==> src/rtl/punc_mem_arbiter.sv <==
// Purpose : shares one single-port PUnC memory between the core port (0) and the
//           debug/loader port (1). Each transaction runs IDLE->ISSUE->WAIT->ACK.
// Latency : req first seen in IDLE cycle T -> mem_en at T+1 -> ack at T+2+MEM_LAT.
// Backpressure: requesters hold req until their one-cycle ack. Req is only sampled in IDLE.
//
// Ports:
//   clk, rst                      clock (rising edge), asynchronous active-low reset
//   core_req/we/addr/wdata        core request, held stable until core_ack
//   core_ack, core_rdata          one-cycle completion pulse; read data (0 outside ack)
//   dbg_req/we/addr/wdata         debug/loader request, held stable until dbg_ack
//   dbg_ack, dbg_rdata            one-cycle completion pulse; read data (0 outside ack)
//   mem_en/we/addr/wdata          memory strobe (one cycle per transaction) and command
//   mem_rdata                     memory read data, valid MEM_LAT cycles after mem_en
//   busy, owner                   not-IDLE flag; port of the in-flight transaction
module punc_mem_arbiter #(
  parameter int ADDR_W    = 16,
  parameter int DATA_W    = 16,
  parameter int MEM_LAT   = 1,   // 1..15
  parameter int FIXED_PRI = 0    // 1: dbg always wins a conflict
) (
  input  logic              clk,
  input  logic              rst,
  input  logic              core_req,
  input  logic              core_we,
  input  logic [ADDR_W-1:0] core_addr,
  input  logic [DATA_W-1:0] core_wdata,
  output logic              core_ack,
  output logic [DATA_W-1:0] core_rdata,
  input  logic              dbg_req,
  input  logic              dbg_we,
  input  logic [ADDR_W-1:0] dbg_addr,
  input  logic [DATA_W-1:0] dbg_wdata,
  output logic              dbg_ack,
  output logic [DATA_W-1:0] dbg_rdata,
  output logic              mem_en,
  output logic              mem_we,
  output logic [ADDR_W-1:0] mem_addr,
  output logic [DATA_W-1:0] mem_wdata,
  input  logic [DATA_W-1:0] mem_rdata,
  output logic              busy,
  output logic              owner
);

  typedef enum logic [1:0] {IDLE, ISSUE, WAIT, ACK} state_t;

  // WAIT runs MEM_LAT cycles: the counter is loaded with MEM_LAT-1 and the
  // cycle in which it reads zero is the last one.
  localparam logic [3:0] LAT_M1 = 4'(MEM_LAT - 1);

  state_t              state_q, state_d;
  logic [3:0]          cnt_q, cnt_d;
  logic                we_q, we_d;
  logic [ADDR_W-1:0]   addr_q, addr_d;
  logic [DATA_W-1:0]   wdata_q, wdata_d;
  logic                owner_q, owner_d;
  logic                rr_last_q, rr_last_d;
  logic [DATA_W-1:0]   rdata_q, rdata_d;

  // Registered outputs
  logic                mem_en_q, mem_en_d;
  logic                busy_q, busy_d;
  logic                core_ack_q, core_ack_d;
  logic                dbg_ack_q, dbg_ack_d;
  logic [DATA_W-1:0]   core_rdata_q, core_rdata_d;
  logic [DATA_W-1:0]   dbg_rdata_q, dbg_rdata_d;

  logic                pick_dbg;

  // dbg wins if it is the only requester, if fixed priority is on, or if
  // core was the last port served (round-robin).
  assign pick_dbg = dbg_req & (~core_req | (FIXED_PRI != 0) | ~rr_last_q);

  // State and output registers
  always_ff @(posedge clk or negedge rst) begin
    if (!rst) begin
      state_q      <= IDLE;
      cnt_q        <= '0;
      we_q         <= 1'b0;
      addr_q       <= '0;
      wdata_q      <= '0;
      owner_q      <= 1'b0;
      rr_last_q    <= 1'b1;   // core wins the first tie
      rdata_q      <= '0;
      mem_en_q     <= 1'b0;
      busy_q       <= 1'b0;
      core_ack_q   <= 1'b0;
      dbg_ack_q    <= 1'b0;
      core_rdata_q <= '0;
      dbg_rdata_q  <= '0;
    end else begin
      state_q      <= state_d;
      cnt_q        <= cnt_d;
      we_q         <= we_d;
      addr_q       <= addr_d;
      wdata_q      <= wdata_d;
      owner_q      <= owner_d;
      rr_last_q    <= rr_last_d;
      rdata_q      <= rdata_d;
      mem_en_q     <= mem_en_d;
      busy_q       <= busy_d;
      core_ack_q   <= core_ack_d;
      dbg_ack_q    <= dbg_ack_d;
      core_rdata_q <= core_rdata_d;
      dbg_rdata_q  <= dbg_rdata_d;
    end
  end

  // Next-state and datapath latch logic
  always_comb begin
    state_d   = state_q;
    cnt_d     = cnt_q;
    we_d      = we_q;
    addr_d    = addr_q;
    wdata_d   = wdata_q;
    owner_d   = owner_q;
    rr_last_d = rr_last_q;
    rdata_d   = rdata_q;
    case (state_q)
      IDLE: begin
        if (core_req || dbg_req) begin
          owner_d = pick_dbg;
          we_d    = pick_dbg ? dbg_we    : core_we;
          addr_d  = pick_dbg ? dbg_addr  : core_addr;
          wdata_d = pick_dbg ? dbg_wdata : core_wdata;
          state_d = ISSUE;
        end
      end
      ISSUE: begin
        cnt_d   = LAT_M1;
        state_d = WAIT;
      end
      WAIT: begin
        if (cnt_q == 4'd0) begin
          // Writes keep the previous read value in rdata_q.
          if (!we_q) rdata_d = mem_rdata;
          state_d = ACK;
        end else begin
          cnt_d = cnt_q - 4'd1;
        end
      end
      ACK: begin
        rr_last_d = owner_q;
        state_d   = IDLE;
      end
      default: state_d = IDLE;
    endcase
  end

  // Output decode, computed from next state so the outputs can be registered
  always_comb begin
    mem_en_d     = (state_d == ISSUE);
    busy_d       = (state_d != IDLE);
    core_ack_d   = (state_d == ACK) && !owner_d;
    dbg_ack_d    = (state_d == ACK) &&  owner_d;
    core_rdata_d = core_ack_d ? rdata_d : '0;
    dbg_rdata_d  = dbg_ack_d  ? rdata_d : '0;
  end

  assign mem_en     = mem_en_q;
  assign mem_we     = we_q;
  assign mem_addr   = addr_q;
  assign mem_wdata  = wdata_q;
  assign busy       = busy_q;
  assign owner      = owner_q;
  assign core_ack   = core_ack_q;
  assign dbg_ack    = dbg_ack_q;
  assign core_rdata = core_rdata_q;
  assign dbg_rdata  = dbg_rdata_q;

endmodule
==> config.mk <==
export PLATFORM = sky130hd
export DESIGN_NAME = punc_mem_arbiter
export DESIGN_NICKNAME = d
export VERILOG_FILES = /design/src/rtl/punc_mem_arbiter.sv
export SDC_FILE = /design/constraint.sdc
export NUM_CORES = 1
export LEC_CHECK = 0
export CAP_MARGIN = 20
export CELL_PAD_IN_SITES_DETAIL_PLACEMENT = 1
export CELL_PAD_IN_SITES_GLOBAL_PLACEMENT = 1
export CORE_MARGIN = 2
export CORE_UTILIZATION = 30
export CTS_BUF_LIST = sky130_fd_sc_hd__clkbuf_8
export CTS_CLUSTER_DIAMETER = 30
export DETAILED_ROUTE_END_ITERATION = 10
export GPL_ROUTABILITY_DRIVEN = 1
export HOLD_SLACK_MARGIN = 0.1
export PLACE_DENSITY_LB_ADDON = 0.1
export SYNTH_ARGS = -nofsm -noshare
export SYNTH_HDL_FRONTEND = slang
export SYNTH_SLANG_ARGS = --single-unit
==> constraint.sdc <==
create_clock -name clk -period 5.7 [get_ports clk]
set_input_delay 1.14 -clock clk [delete_from_list [all_inputs] [get_ports clk]]
set_output_delay 1.14 -clock clk [all_outputs]
set_load 0.1 [all_outputs]
# After elaboration in Yosys (flattened, before gate mapping)
# Index checks and enable logic that the tools add are counted.
# totals
output_inout_bits,70
elab_cells,50
regBits,93
input_bits,86
# classes
n_reduce_logical,10
bitwise_logic,4
n_addsub,1
eq_ne,6
mux,15
# op_table
op,n
$mux 16,7
$pmux 2 s4,1
$pmux 4 s2,1
$eq 2x2->1 const B,3
$eq 2x1->1 const B,2
$logic_not 4->1,1
$mux 2,2
$mux 4,1
$reduce_and 2->1,2
$reduce_bool 2->1,2
$sub 4x1->4 const B,1
$mux 1,3
$logic_and 1x1->1,2
$logic_not 2->1,1
$ne 2x2->1 const B,1
$not 1->1,2
$and 1x1->1,1
$logic_not 1->1,1
$logic_or 1x1->1,1
$or 1x1->1,1

# Longest topological paths before layout
# Gate-level depths: netlist of run 1.
# depth
ltp_word,8
ltp_mapped,8
ltp_nobuf,6

# Worst setup path before layout of run 1
# Ideal clock, no wire load.
# synth_path
kind,in2reg
from,input port core_req
to,register dbg_rdata_q[2] (netlist: dbg_rdata[2])
cell_stages,4
setup_slack_ps,3497
required_ps,5563
t_arrival_ps,2066
cell_sequence,or4b_4 o311ai_4 buf_8 a211oi_1
# synth_between
elab_chain_len,7
word_cells_on_any_way,11
cone_classes,eq/ne (1); mux (5); bitwise (3); reduce/logical (2)
# synth_rtl
item,line_no,rtl
start: declaration,23,"input logic core_req,"
"parallel branches: the longest is 5 deep, another holds $pmux 2 s4",n/a,
$logic_and 1x1->1 *,154,dbg_ack_d = (state_d == ACK) && owner_d;
$mux 16 *,156,dbg_rdata_d = dbg_ack_d ? rdata_d : '0;
via dbg_rdata_d[2],65,"logic [DATA_W-1:0] dbg_rdata_q, dbg_rdata_d;"
end signal: assignment,104,dbg_rdata_q <= dbg_rdata_d;
end: declaration,65,
# Mark *: on every way through the listed nets, which the timed path passes.
# A chain may end at the register's enable or synchronous reset.

# Final worst setup path of run 1
# layout_path
from,register we_q (netlist: mem_we)
to,output port mem_we
# layout_lines
item,line_no,rtl
start: declaration,52,"logic we_q, we_d;"
start signal: assignment,93,we_q <= we_d;
end: declaration,36,"output logic mem_we,"
# No word-level cell between the ends.

==> metrics.yaml, run 1 <==
path_buf_inv: 2
die_height_microns: 119
clkLatencyLatePin_ns: 0.38
hold-path-cell-count: 2
slew_headroom_pct: 31.58
cp.depth: 2
antenna_cells: 0
crit_fanout: 19
grt-ovfl-total: 0
syn-cell-area_sq_um: 3968
wl_per_cell_microns: 17.54
die_x_microns: 119
cts-buffers-inserted: 9
status: "completed"
synth-warning-count: 0
postCtsSetupBuffers: 0
cts_resized: 0
yosysSeqAreaShare_pct: 58.69
dpl.hpwl_microns: 8409
worstPathArrival_ns: 2.10
start_util_pct: 30.32
num_vias: 3161
worst_path_max_delay_cell: "clkdlybuf4s50_1"
area_delta_synth_final_pct: 47.78
min_period_ns: 3.242
synth.avg_cell_area_sq_um: 11.57
boundaryPins: 156
drt-vias-per-instance: 4.704
grt_setup_unrepaired: "false"
end_kind: "output pin"
portBuffers: 155
cts_max_level: 3
maxSlewViolCount: 0
antenna_found_initial: 0
synth_cell_types: 37
clockBufferDepth: 2
first_pass_iters: 4
cts.clk_slew.worst_paths_ns: 0.09
cp.required_ns: 4.56
drc: 0
synth-async-reset-ratio_pct: 100.0
finalHoldViolCount: 0
synth_cells: 343
drt_iter0_markers: 148
min_period_over_period_pct: 56.87
worstSetupPathType: "reg -> out"
synth_edf_count: 0
cts.sinks: 93
holdBufCountCts: 0
root_buffer: "clkbuf_8"
cp-start-kind: "register"
mostFrequentLayoutCells: "clkdlybuf4s50_1, dfrtp_1, o21ai_0"
grt_max_degree: 51
ys_ff_latch: 93
rr_worst_depth: 5
fmax_mhz: 308.5
finalSetupViolations: 0
tightest_slew_ns: 1.023
dieArea_sq_um: 14160
drtAntennaViolNets: 0
hold_class: "reg -> reg"
gp_congestion: 0.7289
core_sq_um: 13090
crit_family: "buffers and inverters"
maxCapViolCount: 0
wirelength_microns: 11790
rows: 42
grt_pass1_wl_microns: 19090
cp_slowest_stage_delay_ns: 1.17
cts_tree: "built"
syn_nets: 436
fill_cells: 1444
final_common_cell: "clkdlybuf4s50_1"
nets: 584
drive_gt1_share_pct: 8.065
clock_skew_ns: 0.01518
synthFlopType: "dfrtp_1"
setup_tns_ns: 0
grt_use_total_pct: 17.38
worstPathCellList: "buf_4 -> clkdlybuf4s50_1"
grt_pass1_vias: 3504
==> kinds of logic (layout without fill, tap and decap cells) <==
family	Yosys count	count (layout)	share of synthesized area [%]
muxes	34	34	8.609
AOI/OAI and AO/OA	96	96	15.74
adders and majority gates	7	7	2.207
and+or+nand+nor	84	84	10.47
DFF	93	93	58.69
buffers and inverters	29	182	4.289
==> flip-flops by register name, summed over array words and instances (netlist names) <==
register	count
state_q	2
rdata_q	16
mem_en	1
rr_last_q	1
busy	1
core_rdata	16
dbg_rdata	16
dbg_ack	1
core_ack	1
cnt_q	4
owner	1
mem_wdata	16
mem_we	1
mem_addr	16
==> layer usage <==
layer | vias up | wire length (microns) | global-route usage, %
met5 | - | 0 | 0
met4 | 0 | 184 | 6.920
met1 | 1545 | 5347 | 21.89
li1 | 1507 | - | -
met2 | 96 | 5617 | 28.77
met3 | 13 | 636 | 4.167
==> synth_stat cells, types with 2 or more instances <==
master	instances	area [sq um]
a31o_2	2	17.52
buf_8	3	45.04
buf_2	7	35.03
nor2b_1	2	12.51
inv_1	5	18.77
a211oi_1	28	210.2
o21ai_0	55	275.3
a211oi_2	4	50.05
nand2_1	52	195.2
mux2i_1	33	330.3
ha_1	7	87.58
dfrtp_1	92	2302
clkbuf_1	8	30.03
buf_4	5	37.54
nor2_2	2	12.51
nand3_1	17	85.08
==> path summary, 6_finish.rpt <==
| check | startpoint | endpoint | slack, ns |
|---|---|---|---|
| max reg2reg | state_q[0]$_DFF_PN0_ | dbg_rdata[7]$_DFF_PN0_ | 3.24 |
| min reg2reg | mem_wdata[5]$_DFFE_PN0P_ | mem_wdata[5]$_DFFE_PN0P_ | 0.48 |
| max | mem_we$_DFFE_PN0P_ | mem_we | 2.46 |
| min | mem_wdata[5]$_DFFE_PN0P_ | mem_wdata[5]$_DFFE_PN0P_ | 0.48 |
| max in group asynchronous | rst | mem_wdata[14]$_DFFE_PN0P_ | 3.87 |
| min in group asynchronous | rst | mem_wdata[12]$_DFFE_PN0P_ | 0.75 |
==> metrics by stage <==
step	utilization, %	hold WS, ns	instances	setup WS, ns	area [sq um]
CTS	44.81	0.4904	672	2.427	5863
finish	44.81	0.4803	672	2.458	5863
detailed placement	43.17	0.4692	656	2.423	5649
global route	44.81	0.5191	672	2.392	5863
floorplan	-	0.4710	343	3.497	3968
global placement	43.17	0.4613	656	2.529	5649
==> worst reg2reg max path, stage by stage (launching register included) <==
cell      delay (ns)
dfrtp_1         0.47
inv_1           0.14
ha_1            0.45
and4bb_1        0.76
nand3_1         0.26
a211oi_1        0.30
==> layout make-up <==
class                           instances  area (sq um)  share of cell area (%)
Clock buffer                            9         123.9                   2.113
Clock inverter                          7         90.09                   1.536
Inverter                                6         22.52                  0.3841
Multi-Input combinational cell        221          1491                   25.44
Sequential cell                        93          2328                   39.71
Tap cell                              176         220.2                   3.756
Timing Repair Buffer                  160          1587                   27.06
Power of run 1 is left out: the tool's default activity adds up to more than one toggle a clock period on the data nets, which glitch-free logic cannot reach.
==> run 2: changes to the inputs <==
clock period = 2.8 ns   (was 5.7 ns; I/O delays follow)
==> run 2 against run 1 <==
  * Register-to-register slack worse by 2.7 ns
  * Global-route usage down 0.71 points
  * Cell area down 2.7%
  * Flip-flop and latch count unchanged
  * Sequential share of layout area up 1.1 points
  * Setup slack worse by 1.9 ns
  * Non-clock buffer count up 1
  * Final cell count up 0.15%
  * Wire length down 4.1%
  * Worst hold slack worse by 0.30 ns
==> metrics.yaml, run 2 (synthesis results as in run 1) <==
grt_setup_unrepaired: "false"
hold_class: "in -> async"
clock_skew_ns: 0.008773  # -0.006409 ns
worstPathArrival_ns: 2.56  # +0.46 ns
rr_worst_depth: 6  # +1
drc: 0  # unchanged
grt_pass1_vias: 3459  # -1.3%
first_pass_iters: 4  # unchanged
antenna_cells: 0  # unchanged
cts_resized: 0  # unchanged
status: "completed"
worstSetupStartpoint: "state_q[0]$_DFF_PN0_"
grt-ovfl-total: 0  # unchanged
worstPathCellList: "inv_1 -> ha_1 -> a21oi_1 -> a31o_2 -> inv_2 -> a211oi_1"
dieArea_sq_um: 14160  # unchanged
setup_tns_ns: 0  # unchanged
finalHoldViolCount: 0  # unchanged
drt-vias-per-instance: 4.706  # about the same
crit_fanout: 18  # -1
root_buffer: "clkbuf_8"
finalSetupViolations: 0  # unchanged
cts_tree: "built"
boundaryPins: 156  # unchanged
tightest_slew_ns: 0.6064  # -0.4167 ns
wl_per_cell_microns: 16.79  # -4.3%
core_sq_um: 13090  # unchanged
final_common_cell: "dfrtp_1"
postCtsSetupBuffers: 0  # unchanged
ff2ff_setup_slack_ns: 0.51  # -2.73 ns
grt_use_total_pct: 16.67  # -0.71 points
fmax_mhz: 436.5
gp_congestion: 0.7421  # +1.8%
num_vias: 3167  # +0.19%
drtAntennaViolNets: 0  # unchanged
start_util_pct: 30.32  # unchanged
fill_cells: 1425  # -1.3%
drive_gt1_share_pct: 22.54  # +14 points
grt_pass1_wl_microns: 18620  # -2.5%
cts.sinks: 93  # unchanged
worst_path_max_delay_cell: "dfrtp_1"
mostFrequentLayoutCells: "dfrtp_1, clkdlybuf4s50_1, buf_4"
cp.required_ns: 3.07  # -1.49 ns
holdBufCountCts: 0  # unchanged
worstSetupPathType: "reg -> reg"
slew_headroom_pct: 59.53  # +28 points
cp-start-kind: "register"
grt_max_degree: 61  # +20%
cts.clk_slew.worst_paths_ns: 0.10  # about the same
portBuffers: 155  # unchanged
antenna_found_initial: 0  # unchanged
die_height_microns: 119  # unchanged
clockBufferDepth: 2  # unchanged
clkLatencyLatePin_ns: 0.36  # -0.02 ns
wirelength_microns: 11300  # -4.1%
cp_slowest_stage_delay_ns: 0.50  # -0.67 ns
reg2reg_to: "core_rdata[6]$_DFF_PN0_"
rows: 42  # unchanged
r2r-start: "state_q[0]$_DFF_PN0_"
maxSlewViolCount: 0  # unchanged
drt_iter0_markers: 119  # -20%
min_period_over_period_pct: 81.82
nets: 585  # +0.17%
min_period_ns: 2.291
end_kind: "register"
dpl.hpwl_microns: 8169  # -2.9%
maxCapViolCount: 0  # unchanged
cts-buffers-inserted: 9  # unchanged
die_x_microns: 119  # unchanged
area_delta_synth_final_pct: 43.80
cts_max_level: 3  # unchanged
==> run 2: cell types whose count changed in the layout (fill, tap and decap cells not counted), sizes merged <==
cell           before  now
buf                 6   77
clkdlybuf4s50     154   84
bufinv              2    0
clkinvlp            0    2
clkinv              1    2
inv                10    9
==> run 2: metrics by stage <==
stage,util (%),hold slack [ns],area (sq um),setup slack (ns),std cells
finish,43.60,0.1811,5705,0.5091,673
global route,43.60,0.2127,5705,0.3402,673
CTS,43.60,0.2029,5705,0.4838,673
detailed placement,42.27,0.4715,5532,0.2915,657
global placement,42.27,0.4682,5532,0.3572,657
floorplan,-,0.2644,3968,0.9069,343
==> run 2: area by class of cell <==
type,count,area [sq um],share of cell area [%]
sequential,93,2328,40.81
inverter,6,22.52,0.3947
multi-input combinational,221,1491,26.14
tap,176,220.2,3.860
clock buffer,9,123.9,2.171
clock inverter,7,50.05,0.8772
timing repair buffer,161,1469,25.75
==> run 2: worst max-delay path, delay by kind of cell (launching register included) <==
kind | cells | cell delay, ns
AOI/OAI and AO/OA | 3 | 0.98
adders and majority gates | 1 | 0.28
buffers and inverters | 2 | 0.44
DFF | 1 | 0.50
==> run 2: worst max path at each step <==
| stage | endpoint | slack, ns | cells past startpoint |
|---|---|---|---|
| 6_report | core_rdata[6]$_DFF_PN0_ | 0.51 | 6 |
| 5_1_grt | core_rdata[3]$_DFF_PN0_ | 0.34 | 6 |
| 4_1_cts | core_rdata[6]$_DFF_PN0_ | 0.48 | 6 |
| 3_5_place_dp | core_rdata[3]$_DFF_PN0_ | 0.29 | 5 |
| 3_3_place_gp | core_rdata[10]$_DFF_PN0_ | 0.36 | 4 |
| 2_1_floorplan | core_rdata[10]$_DFF_PN0_ | 0.91 | 6 |
==> run 2: per-layer routing <==
layer / track usage (%) / wire [microns] / vias up
met3: 4.885 / 687 / 4
met5: 0 / 0 / -
met1: 23.11 / 5321 / 1533
met4: 3.795 / 72 / 0
met2: 25.83 / 5216 / 106
li1: - / - / 1524
Power of run 2 is left out for the same reason.
